===== config.mk =====
export PLATFORM = sky130hd
export DESIGN_NAME = spu_evt_rx_flat
export DESIGN_NICKNAME = d
export VERILOG_FILES = /design/src/rtl/spu_evt_rx_pkg.sv /design/src/rtl/spu_evt_rx_if.sv /design/src/rtl/spu_evt_cnt.sv /design/src/rtl/spu_evt_rx.sv /design/src/flat_wrapper.sv
export SDC_FILE = /design/constraint.sdc
export NUM_CORES = 1
export LEC_CHECK = 0
export CAP_MARGIN = 20
export CORE_MARGIN = 4
export CORE_UTILIZATION = 33
export CTS_CLUSTER_DIAMETER = 200
export DETAILED_ROUTE_END_ITERATION = 16
export SLEW_MARGIN = 20
export SYNTH_ARGS = -nofsm -noshare
export SYNTH_HDL_FRONTEND = slang
export SYNTH_SLANG_ARGS = --single-unit

===== constraint.sdc =====
create_clock -name clk_i -period 3.2 [get_ports clk_i]
set_input_delay 0.32 -clock clk_i [delete_from_list [all_inputs] [get_ports clk_i]]
set_output_delay 0.32 -clock clk_i [all_outputs]
set_load 0.005 [all_outputs]

===== src/rtl/spu_evt_rx_pkg.sv =====
// Shared definitions for the SPU event receiver: privilege encoding, register map
// and the CTRL register layout.
package spu_evt_rx_pkg;

    localparam int unsigned CfgAddrW = 3;
    localparam int unsigned CfgDataW = 32;

    localparam logic [1:0] PrivNone = 2'b00;
    localparam logic [1:0] PrivM    = 2'b01;
    localparam logic [1:0] PrivS    = 2'b10;
    localparam logic [1:0] PrivU    = 2'b11;

    localparam logic [CfgAddrW-1:0] AddrCtrl   = 3'd0;
    localparam logic [CfgAddrW-1:0] AddrAsid   = 3'd1;
    localparam logic [CfgAddrW-1:0] AddrStatus = 3'd2;
    localparam logic [CfgAddrW-1:0] AddrThresh = 3'd3;
    localparam logic [CfgAddrW-1:0] AddrCount0 = 3'd4;

    typedef struct packed {
        logic       irq_en;     // [10]
        logic       sid_en;     // [9]
        logic       sid;        // [8]
        logic       asid_en;    // [7]
        logic [2:0] priv_mask;  // [6:4] = {U, S, M}
        logic [3:0] en;         // [3:0]
    } ctrl_t;

    // An event passes only with a valid privilege whose mask bit is set.
    function automatic logic priv_ok(logic [1:0] priv, logic [2:0] mask);
        case (priv)
            PrivM:   return mask[0];
            PrivS:   return mask[1];
            PrivU:   return mask[2];
            default: return 1'b0;
        endcase
    endfunction

endpackage


===== src/rtl/spu_evt_rx_if.sv =====
// Register access bus of the SPU event receiver; the host drives requests, the
// receiver grants them and returns read data one cycle later.
interface spu_evt_rx_if;
    import spu_evt_rx_pkg::*;

    logic                req;
    logic                we;
    logic [CfgAddrW-1:0] addr;
    logic [CfgDataW-1:0] wdata;
    logic                gnt;
    logic                rvalid;
    logic [CfgDataW-1:0] rdata;

    modport master (output req, we, addr, wdata, input gnt, rvalid, rdata);
    modport slave  (input req, we, addr, wdata, output gnt, rvalid, rdata);

endinterface


===== src/rtl/spu_evt_cnt.sv =====
// Saturating per-line event counter with load; reports overflow and threshold hits
// for the increment it is about to apply.
module spu_evt_cnt #(
    parameter int unsigned CNT_WIDTH = 32
) (
    input  logic                 clk_i,
    input  logic                 rst_ni,
    input  logic                 load_i,
    input  logic [CNT_WIDTH-1:0] load_val_i,
    input  logic                 inc_i,
    input  logic [CNT_WIDTH-1:0] thresh_i,
    output logic [CNT_WIDTH-1:0] cnt_o,
    output logic                 ovf_o,
    output logic                 thr_o
);

    logic [CNT_WIDTH-1:0] cnt_q;
    logic                 at_max;
    logic                 do_inc;

    // A load in the same cycle suppresses the increment and both flags.
    assign at_max = &cnt_q;
    assign do_inc = inc_i & ~load_i;
    assign ovf_o  = do_inc & at_max;
    assign thr_o  = do_inc & ~at_max & (thresh_i != '0) & ((cnt_q + CNT_WIDTH'(1)) == thresh_i);
    assign cnt_o  = cnt_q;

    always_ff @(posedge clk_i) begin
        if (!rst_ni) begin
            cnt_q <= '0;
        end else if (load_i) begin
            cnt_q <= load_val_i;
        end else if (do_inc && !at_max) begin
            cnt_q <= cnt_q + CNT_WIDTH'(1);
        end
    end

endmodule


===== src/rtl/spu_evt_rx.sv =====
// SPU event receiver: registers incoming event pulses, filters them against CTRL/ASID
// and counts accepted events per line, with a small register file for configuration.
module spu_evt_rx
    import spu_evt_rx_pkg::*;
#(
    parameter int unsigned ASID_WIDTH = 16,
    parameter int unsigned NUM_LINES  = 4,
    parameter int unsigned CNT_WIDTH  = 32
) (
    input  logic                  clk_i,
    input  logic                  rst_ni,
    input  logic [NUM_LINES-1:0]  e_id_i,
    input  logic [ASID_WIDTH+1:0] e_info_i,
    input  logic                  s_id_i,
    spu_evt_rx_if.slave           cfg,
    output logic                  irq_o
);

    ctrl_t                  ctrl_q;
    logic [ASID_WIDTH-1:0]  asid_q;
    logic [NUM_LINES-1:0]   ovf_q, thr_q, ovf_d, thr_d;
    logic [CfgDataW-1:0]    thresh_q;
    logic [NUM_LINES-1:0]   e_id_q;
    logic [ASID_WIDTH+1:0]  e_info_q;
    logic                   s_id_q;
    logic                   rvalid_q;
    logic [CfgDataW-1:0]    rdata_q, rd_val;

    logic                   wr, rd, evt_ok;
    logic [NUM_LINES-1:0]   inc, load, ovf_set, thr_set, w1c_ovf, w1c_thr;
    logic [CNT_WIDTH-1:0]   cnt [NUM_LINES];

    assign wr         = cfg.req & cfg.we;
    assign rd         = cfg.req & ~cfg.we;
    assign cfg.gnt    = cfg.req;
    assign cfg.rvalid = rvalid_q;
    assign cfg.rdata  = rdata_q;

    // Stage 2 filter uses the live CTRL, so a CTRL write applies to events already in stage 1.
    always_comb begin
        evt_ok = priv_ok(e_info_q[ASID_WIDTH +: 2], ctrl_q.priv_mask)
               & (~ctrl_q.asid_en | (e_info_q[ASID_WIDTH-1:0] == asid_q))
               & (~ctrl_q.sid_en | (s_id_q == ctrl_q.sid));
        inc    = e_id_q & ctrl_q.en & {NUM_LINES{evt_ok}};
    end

    for (genvar n = 0; n < NUM_LINES; n++) begin : g_cnt
        assign load[n] = wr & (cfg.addr == AddrCount0 + 3'(n));

        spu_evt_cnt #(
            .CNT_WIDTH (CNT_WIDTH)
        ) u_cnt (
            .clk_i      (clk_i),
            .rst_ni     (rst_ni),
            .load_i     (load[n]),
            .load_val_i (cfg.wdata[CNT_WIDTH-1:0]),
            .inc_i      (inc[n]),
            .thresh_i   (CNT_WIDTH'(thresh_q)),
            .cnt_o      (cnt[n]),
            .ovf_o      (ovf_set[n]),
            .thr_o      (thr_set[n])
        );
    end

    // New sets take priority over a W1C of the same bit.
    always_comb begin
        w1c_ovf = '0;
        w1c_thr = '0;
        if (wr && cfg.addr == AddrStatus) begin
            w1c_ovf = cfg.wdata[NUM_LINES-1:0];
            w1c_thr = cfg.wdata[2*NUM_LINES-1:NUM_LINES];
        end
        ovf_d = (ovf_q & ~w1c_ovf) | ovf_set;
        thr_d = (thr_q & ~w1c_thr) | thr_set;
    end

    always_comb begin
        rd_val = '0;
        case (cfg.addr)
            AddrCtrl:   rd_val = CfgDataW'(ctrl_q);
            AddrAsid:   rd_val = CfgDataW'(asid_q);
            AddrStatus: rd_val = CfgDataW'({thr_q, ovf_q});
            AddrThresh: rd_val = thresh_q;
            default:    rd_val = CfgDataW'(cnt[cfg.addr[1:0]]);
        endcase
    end

    always_ff @(posedge clk_i) begin
        if (!rst_ni) begin
            ctrl_q   <= '0;
            asid_q   <= '0;
            ovf_q    <= '0;
            thr_q    <= '0;
            thresh_q <= '0;
            e_id_q   <= '0;
            e_info_q <= '0;
            s_id_q   <= 1'b0;
            rvalid_q <= 1'b0;
            rdata_q  <= '0;
            irq_o    <= 1'b0;
        end else begin
            e_id_q   <= e_id_i;
            e_info_q <= e_info_i;
            s_id_q   <= s_id_i;
            if (wr && cfg.addr == AddrCtrl)   ctrl_q   <= ctrl_t'(cfg.wdata[$bits(ctrl_t)-1:0]);
            if (wr && cfg.addr == AddrAsid)   asid_q   <= cfg.wdata[ASID_WIDTH-1:0];
            if (wr && cfg.addr == AddrThresh) thresh_q <= cfg.wdata;
            ovf_q    <= ovf_d;
            thr_q    <= thr_d;
            irq_o    <= ctrl_q.irq_en & (|{thr_q, ovf_q});
            rvalid_q <= rd;
            rdata_q  <= rd ? rd_val : '0;
        end
    end

endmodule


===== src/flat_wrapper.sv =====
// flat-port wrapper written by rule: the top's interface ports become plain ports
module spu_evt_rx_flat import spu_evt_rx_pkg::*;
#(
    parameter int unsigned ASID_WIDTH = 16,
    parameter int unsigned NUM_LINES  = 4,
    parameter int unsigned CNT_WIDTH  = 32
)
  (clk_i, rst_ni, e_id_i, e_info_i, s_id_i, irq_o, cfg_req, cfg_we, cfg_addr, cfg_wdata, cfg_gnt, cfg_rvalid, cfg_rdata);
  spu_evt_rx_if cfg_i ();
  input  logic clk_i;
  input  logic rst_ni;
  input  logic [NUM_LINES-1:0] e_id_i;
  input  logic [ASID_WIDTH+1:0] e_info_i;
  input  logic s_id_i;
  output logic irq_o;
  input wire logic [$bits(cfg_i.req)-1:0] cfg_req;
  input wire logic [$bits(cfg_i.we)-1:0] cfg_we;
  input wire logic [$bits(cfg_i.addr)-1:0] cfg_addr;
  input wire logic [$bits(cfg_i.wdata)-1:0] cfg_wdata;
  output wire logic [$bits(cfg_i.gnt)-1:0] cfg_gnt;
  output wire logic [$bits(cfg_i.rvalid)-1:0] cfg_rvalid;
  output wire logic [$bits(cfg_i.rdata)-1:0] cfg_rdata;
  assign cfg_i.req = cfg_req;
  assign cfg_i.we = cfg_we;
  assign cfg_i.addr = cfg_addr;
  assign cfg_i.wdata = cfg_wdata;
  assign cfg_gnt = cfg_i.gnt;
  assign cfg_rvalid = cfg_i.rvalid;
  assign cfg_rdata = cfg_i.rdata;
  spu_evt_rx #(.ASID_WIDTH(ASID_WIDTH), .NUM_LINES(NUM_LINES), .CNT_WIDTH(CNT_WIDTH)) u_core (.clk_i(clk_i), .rst_ni(rst_ni), .e_id_i(e_id_i), .e_info_i(e_info_i), .s_id_i(s_id_i), .cfg(cfg_i), .irq_o(irq_o));
endmodule

==> flow_summary.yaml, run 1 <==
run_status:
  outcome: "finished, final reports clean"
synth:
  ys_seq_area_share_pct: 30.18
  synth-seq-cells: 252
  ys_types: 78
  syn_nets: 2168
  yosysWarnings: 0
  synth_mux_area_share_pct: 7.373
  postSynth.asyncResetShare_pct: 0
  syn_avg_cell_area_um2: 7.952
  synth_compound_area_share_pct: 15.38
  synth_fa_ha_area_share_pct: 0.3593
  synthSimpleGateAreaFrac_pct: 24.79
  yosysTopAreaCellShare_pct: 30.18
  synth_top_family_by_area: "simple AND/OR/NAND/NOR gates"
  synthCells: 2102
  yosysTopAreaCell: "dfxtp_1"
  synth_xor_area_share_pct: 16.19
  syn_area_um2: 16710
  synth_ff_type: "dfxtp_1"
  synth_area_leaders: "dfxtp_1 (30%), xnor2_1 (11%), a21oi_1 (6.0%)"
  synth_edf_count: 0
worst_setup_path:
  cp_num_buf_inv: 1
  rr_endpoint: "u_core.thr_q[3]"
  crit_end: "u_core.thr_q[3]"
  crit_fanout: 11
  cpMaxStageDelayCell: "or3_1"
  path_cells: "ha_1 -> nand3_2 -> buf_4 -> or3_1 -> or3_1 -> nor4_2 -> o221ai_1 -> o21ai_1"
  start_kind: "flop"
  path_common_cell: "or3_1"
  arrival_ns: 3.56
  criticalPathCategory: "flop to flop"
  r2r_cells: 8
  cp-startpoint: "u_core.g_cnt[3].u_cnt.cnt_o[0]"
  cp.required_ns: 3.71
  path_delay_family: "simple AND/OR/NAND/NOR gates"
  crit_path_end_kind: "flop"
  r2r_setup_slack_ns: 0.15
  path_depth: 8
  rr_startpoint: "u_core.g_cnt[3].u_cnt.cnt_o[0]"
  cpPeakStageDelay_ns: 0.58
grt:
  grt_overflow: 0
  grt_max_degree: 79
  grt_pass1_vias: 15780
  track_usage_pct: 24.62
  grt_pass1_wl_um: 101400
  antenna_found_initial: 0
cts:
  clkTransAtPathRegs_ns: 0.06
  clockBufferDepth: 3
  cts_tree: "yes"
  cts-root-buf: "clkbuf_16"
  cts.sinks: 252
  cts_buffers: 30
  clk_latency_ns: 0.59
  htree_levels: 1
layout:
  mostFrequentLayoutCells: "dfxtp_1 (252), xnor2_1 (208), a21oi_1 (200), nand2_1 (190), o21ai_0 (144)"
  mostFrequentLayoutCell: "dfxtp_1"
  final_layout_size_suffix_gt1_share_pct: 12.25
  area_growth_pct: 18.08
  multi_input_area_um2: 10730
  regArea_um2: 5045
  fillCellCount: 5125
  final_nets: 2207
  final_cell_area_um2: 19740
floorplanning:
  die_y_um: 233.1
  fp-row-count: 82
  initial_core_util_pct: 33.38
  die_w_um: 233.1
  floorplan.die_area_um2: 54310
  pin_count: 97
  coreArea_um2: 50070
timing:
  slew_headroom_pct: 39.69
  fin_crit_ns: 3.047
  max_freq_mhz: 328.1
  skew_ns: 0.01747
  worst-slew-pin-transition_ns: 0.9020
  finalHoldViolations: 0
  setup_violations: 0
  tns_ns: 0
  min_period_over_period_pct: 95.23
  rsz0062_at_grt: "no"
  slew_viol_final: 0
detailed_routing:
  drc: 0
  drt_wl_total_um: 69730
  via_count: 16700
  ant_nets: 0
  wl_per_cell_um: 24.58
  dr.pass1.iters: 7
  drt_iter0_drc: 2215
  vias_per_cell: 5.885
power_and_ir_drop:
  p_leak_nw: 6.463
  ir_drop_v: 0.0004482
  p_per_area_nw_per_um2: 399.6
placement:
  dp_hpwl_um: 51570
  port_buffers: 96
  gp_congestion: 0.9908
  postPlaceCellArea_um2: 18620
min_path:
  hp-class: "primary input to flop"
job:
  maxCapViolCount: 0
-- logic make-up (layout without fill, tap and decap cells) --
logic type | Yosys count | in the layout
DFF | 252 | 252
and+or+nand+nor | 774 | 774
AOI/OAI and AO/OA | 453 | 453
muxes | 72 | 72
buffers and inverters | 237 | 299
other | 0 | 1
xor gates and xnor gates | 309 | 309
adders and majority gates | 5 | 5
-- Yosys cell counts, types with 7 or more instances --
| master | count |
|---|---|
| buf_2 | 44 |
| or4_1 | 15 |
| and3_1 | 33 |
| nor2b_1 | 16 |
| clkbuf_1 | 152 |
| nor2_1 | 100 |
| buf_1 | 14 |
| xnor2_1 | 208 |
| mux2_2 | 8 |
| nor3_1 | 55 |
| o21ai_0 | 144 |
| dfxtp_1 | 252 |
| a31oi_1 | 13 |
| nand3b_1 | 7 |
| and4_1 | 14 |
| a211oi_1 | 14 |
| nor3b_1 | 14 |
| and2_1 | 32 |
| inv_1 | 22 |
| mux2i_1 | 23 |
| nand2b_1 | 8 |
| o211ai_1 | 7 |
| nand4_1 | 70 |
| a21oi_1 | 200 |
| mux4_2 | 40 |
| xor2_1 | 101 |
| or3_1 | 24 |
| nand3_1 | 102 |
| nand4_2 | 7 |
| nand2_1 | 192 |
| a22oi_1 | 25 |
| nor4_1 | 51 |
-- repair_timing --
item                       CTS  global route
gates resized for setup      0             1
hold endpoints to repair     0             0
setup endpoints to repair    0             1
setup buffers                0             0
hold buffers                 0             0
-- layout make-up --
class / instances / share of cell area (%)
multi-input combinational: 1613 / 54.39
tap: 672 / 4.260
antenna: 1 / 0.01268
timing repair buffer: 221 / 9.725
clock inverter: 12 / 1.002
sequential: 252 / 25.56
inverter: 23 / 0.4374
clock buffer: 43 / 4.615
-- metrics by stage --
step | hold slack [ns] | total power [mW] | cells | utilization [%] | worst slack [ns]
2_1_floorplan | 0.4246 | 3.735 | 2102 | - | 0.5447
3_3_place_gp | 0.4566 | 4.070 | 2781 | 37.19 | 0.1204
3_5_place_dp | 0.4629 | 4.078 | 2781 | 37.19 | 0.09986
4_1_cts | 0.2365 | 7.913 | 2836 | 39.40 | 0.06546
5_1_grt | 0.2887 | 8.103 | 2836 | 39.41 | 0.04658
6_report | 0.2607 | 7.887 | 2837 | 39.42 | 0.1525
-- layer usage --
| layer | track usage, % | part of all wire (%) |
|---|---|---|
| met1 | 33.86 | 41 |
| met2 | 38.59 | 45 |
| met3 | 4.195 | 10 |
| met4 | 9.526 | 4.0 |
| met5 | 0 | 0 |
-- worst min-delay path: stages --
cell     delay [ns]
buf_2          0.10
buf_4          0.21
mux2i_1        0.10
nor2_1         0.07
-- power breakdown --
part	internal, mW	switching (mW)
sequential	3.20	0.0978
clock	2.37	1.49
combinational	0.299	0.434
total	5.87	2.02
-- registers in the layout (all words and copies together), names as in the netlist --
name and cells:
u_core.asid_q 16, u_core.cfg.rdata 32, u_core.cfg.rvalid 1, u_core.ctrl_q 11
u_core.e_id_q 4, u_core.e_info_q 18, u_core.g_cnt.u_cnt.cnt_o 128, u_core.irq_o 1
u_core.ovf_q 4, u_core.s_id_q 1, u_core.thr_q 4, u_core.thresh_q 32
-- worst min path at each step --
stage | from | slack [ns] | to | cells past startpoint
3_5_place_dp | u_core.ctrl_q[3] | 0.46 | u_core.ctrl_q[3] | 2
2_1_floorplan | u_core.ctrl_q[10] | 0.42 | u_core.irq_o | 2
6_report | cfg_addr[2] | 0.26 | u_core.cfg.rdata[1] | 4
4_1_cts | cfg_addr[2] | 0.24 | u_core.cfg.rdata[1] | 4
5_1_grt | cfg_addr[2] | 0.29 | u_core.cfg.rdata[1] | 4
3_3_place_gp | u_core.ctrl_q[9] | 0.46 | u_core.ctrl_q[9] | 2
No activity file was read; power rests on OpenSTA's default activity.
==> run 2, diff against run 1 <==
- CORE_MARGIN: 4 -> default
- SKIP_CTS_REPAIR_TIMING: default -> 1
- clock period: 3.2 -> 3.5 ns (I/O delays scaled with it)
==> flow_summary.yaml, run 2 (same netlist as run 1, synthesis figures left out) <==
worst_setup_path:
  cp-startpoint: "u_core.g_cnt[1].u_cnt.cnt_o[1]"
  r2r_cells: 8
  crit_fanout: 7
  cp.required_ns: 4.01
  rr_startpoint: "u_core.g_cnt[1].u_cnt.cnt_o[1]"
  crit_path_end_kind: "flop"
  start_kind: "flop"
  rr_endpoint: "u_core.thr_q[1]"
  criticalPathCategory: "flop to flop"
  r2r_setup_slack_ns: 0.40
  arrival_ns: 3.61
timing:
  slew_viol_final: 0
  fin_crit_ns: 3.098
  min_period_over_period_pct: 88.50
  skew_ns: 0.01201
  tns_ns: 0
  rsz0062_at_grt: "no"
  finalWorstSetupSlack_ns: 0.4025
  worst-slew-pin-transition_ns: 0.9420
  fin_hold_ws_ns: 0.2524
  slew_headroom_pct: 36.97
  max_freq_mhz: 322.8
  setup_violations: 0
  finalHoldViolations: 0
layout:
  final_layout_size_suffix_gt1_share_pct: 10.28
  largest_reg_flops: 128
  fillCellCount: 5155
  final_util_pct: 38.57
  area_growth_pct: 15.53
  mostFrequentLayoutCells: "dfxtp_1 (252), xnor2_1 (208), a21oi_1 (200), nand2_1 (190), o21ai_0 (144)"
  mostFrequentLayoutCell: "dfxtp_1"
  final_nets: 2167
placement:
  port_buffers: 96
  dp_hpwl_um: 50390
  pre_cts_slack_ns: 0.4520
  gp_congestion: 0.9518
grt:
  met3_usage_pct: 5.472
  grt.busiest_layer: "met2"
  grt_pass1_vias: 15400
  grt_max_degree: 150
  grt_pass1_wl_um: 99980
  track_usage_pct: 26.11
  grt_use_met1_pct: 35.55
  antenna_found_initial: 3
  grt_overflow: 0
  met2_usage_pct: 39.81
min_path:
  hold_depth: 4
  hp-class: "primary input to flop"
  hold_end: "u_core.cfg.rdata[10]"
  hp-start: "cfg_addr[2]"
cts:
  clk_latency_ns: 0.59
  cts.sinks: 252
  cts_buffers: 29
  clockBufferDepth: 3
  htree_levels: 1
  clkTransAtPathRegs_ns: 0.07
  cts-root-buf: "clkbuf_16"
  cts_tree: "yes"
detailed_routing:
  drc: 0
  via_count: 16510
  drt_iter0_drc: 1868
  vias_per_cell: 5.909
  ant_nets: 0
  dr.pass1.iters: 6
  drt_wl_total_um: 68300
  wl_per_cell_um: 24.44
floorplanning:
  pin_count: 97
  die_y_um: 227.1
  die_w_um: 227.1
  initial_core_util_pct: 33.38
  fp-row-count: 82
  floorplan.die_area_um2: 51550
  coreArea_um2: 50070
job:
  maxCapViolCount: 0
power_and_ir_drop:
  p_per_area_nw_per_um2: 359.4
  ir_drop_v: 0.0002843
  p_total_mw: 6.940
  p_leak_nw: 6.189
run_status:
  outcome: "finished, final reports clean"
run 2: stage by stage:
step / cells / instance area (µm²)
final: 2794 / 19310
after global routing: 2794 / 19310
after CTS: 2793 / 19310
after floorplan: 2102 / 16710
after detailed placement: 2742 / 18330
after global placement: 2742 / 18330
run 2: worst max-delay path, cell delays in order (launching register included):
cell	delay, ns
dfxtp_1	0.49
ha_1	0.34
nand4_2	0.21
or4_1	0.73
or4_1	0.61
a22oi_1	0.21
o2111a_1	0.19
nand4_1	0.07
o21ai_1	0.16
run 2: area by class of cell:
cell class / instances / area [µm²] / share of cell area, %
multi-input combinational: 1613 / 10730 / 55.55
inverter: 23 / 86.33 / 0.4471
timing repair buffer: 182 / 1627 / 8.423
antenna: 1 / 2.502 / 0.01296
clock inverter: 14 / 206.4 / 1.069
clock buffer: 37 / 775.7 / 4.017
tap: 672 / 840.8 / 4.354
sequential: 252 / 5045 / 26.12
run 2: worst max-delay path by stage:
| stage | endpoint | slack [ns] |
|---|---|---|
| 3_3_place_gp | u_core.thr_q[3] | 0.50 |
| 6_report | u_core.thr_q[1] | 0.40 |
| 5_1_grt | u_core.thr_q[0] | 0.20 |
| 3_5_place_dp | u_core.thr_q[3] | 0.45 |
| 4_1_cts | u_core.thr_q[3] | 0.42 |
| 2_1_floorplan | u_core.thr_q[0] | 0.84 |
run 2: metal layers:
layer	routed length, µm	up-vias
met3	7104	159
met1	28140	7955
met2	30150	904
met5	12	-
li1	-	7490
met4	2890	2
run 2: report_power, final:
part | internal (mW) | total (mW) | switching [mW] | leakage (nW)
combinational | 0.263 | 0.641 | 0.378 | 3.67
sequential | 2.92 | 3.03 | 0.100 | 2.04
clock | 1.92 | 3.27 | 1.35 | 0.474
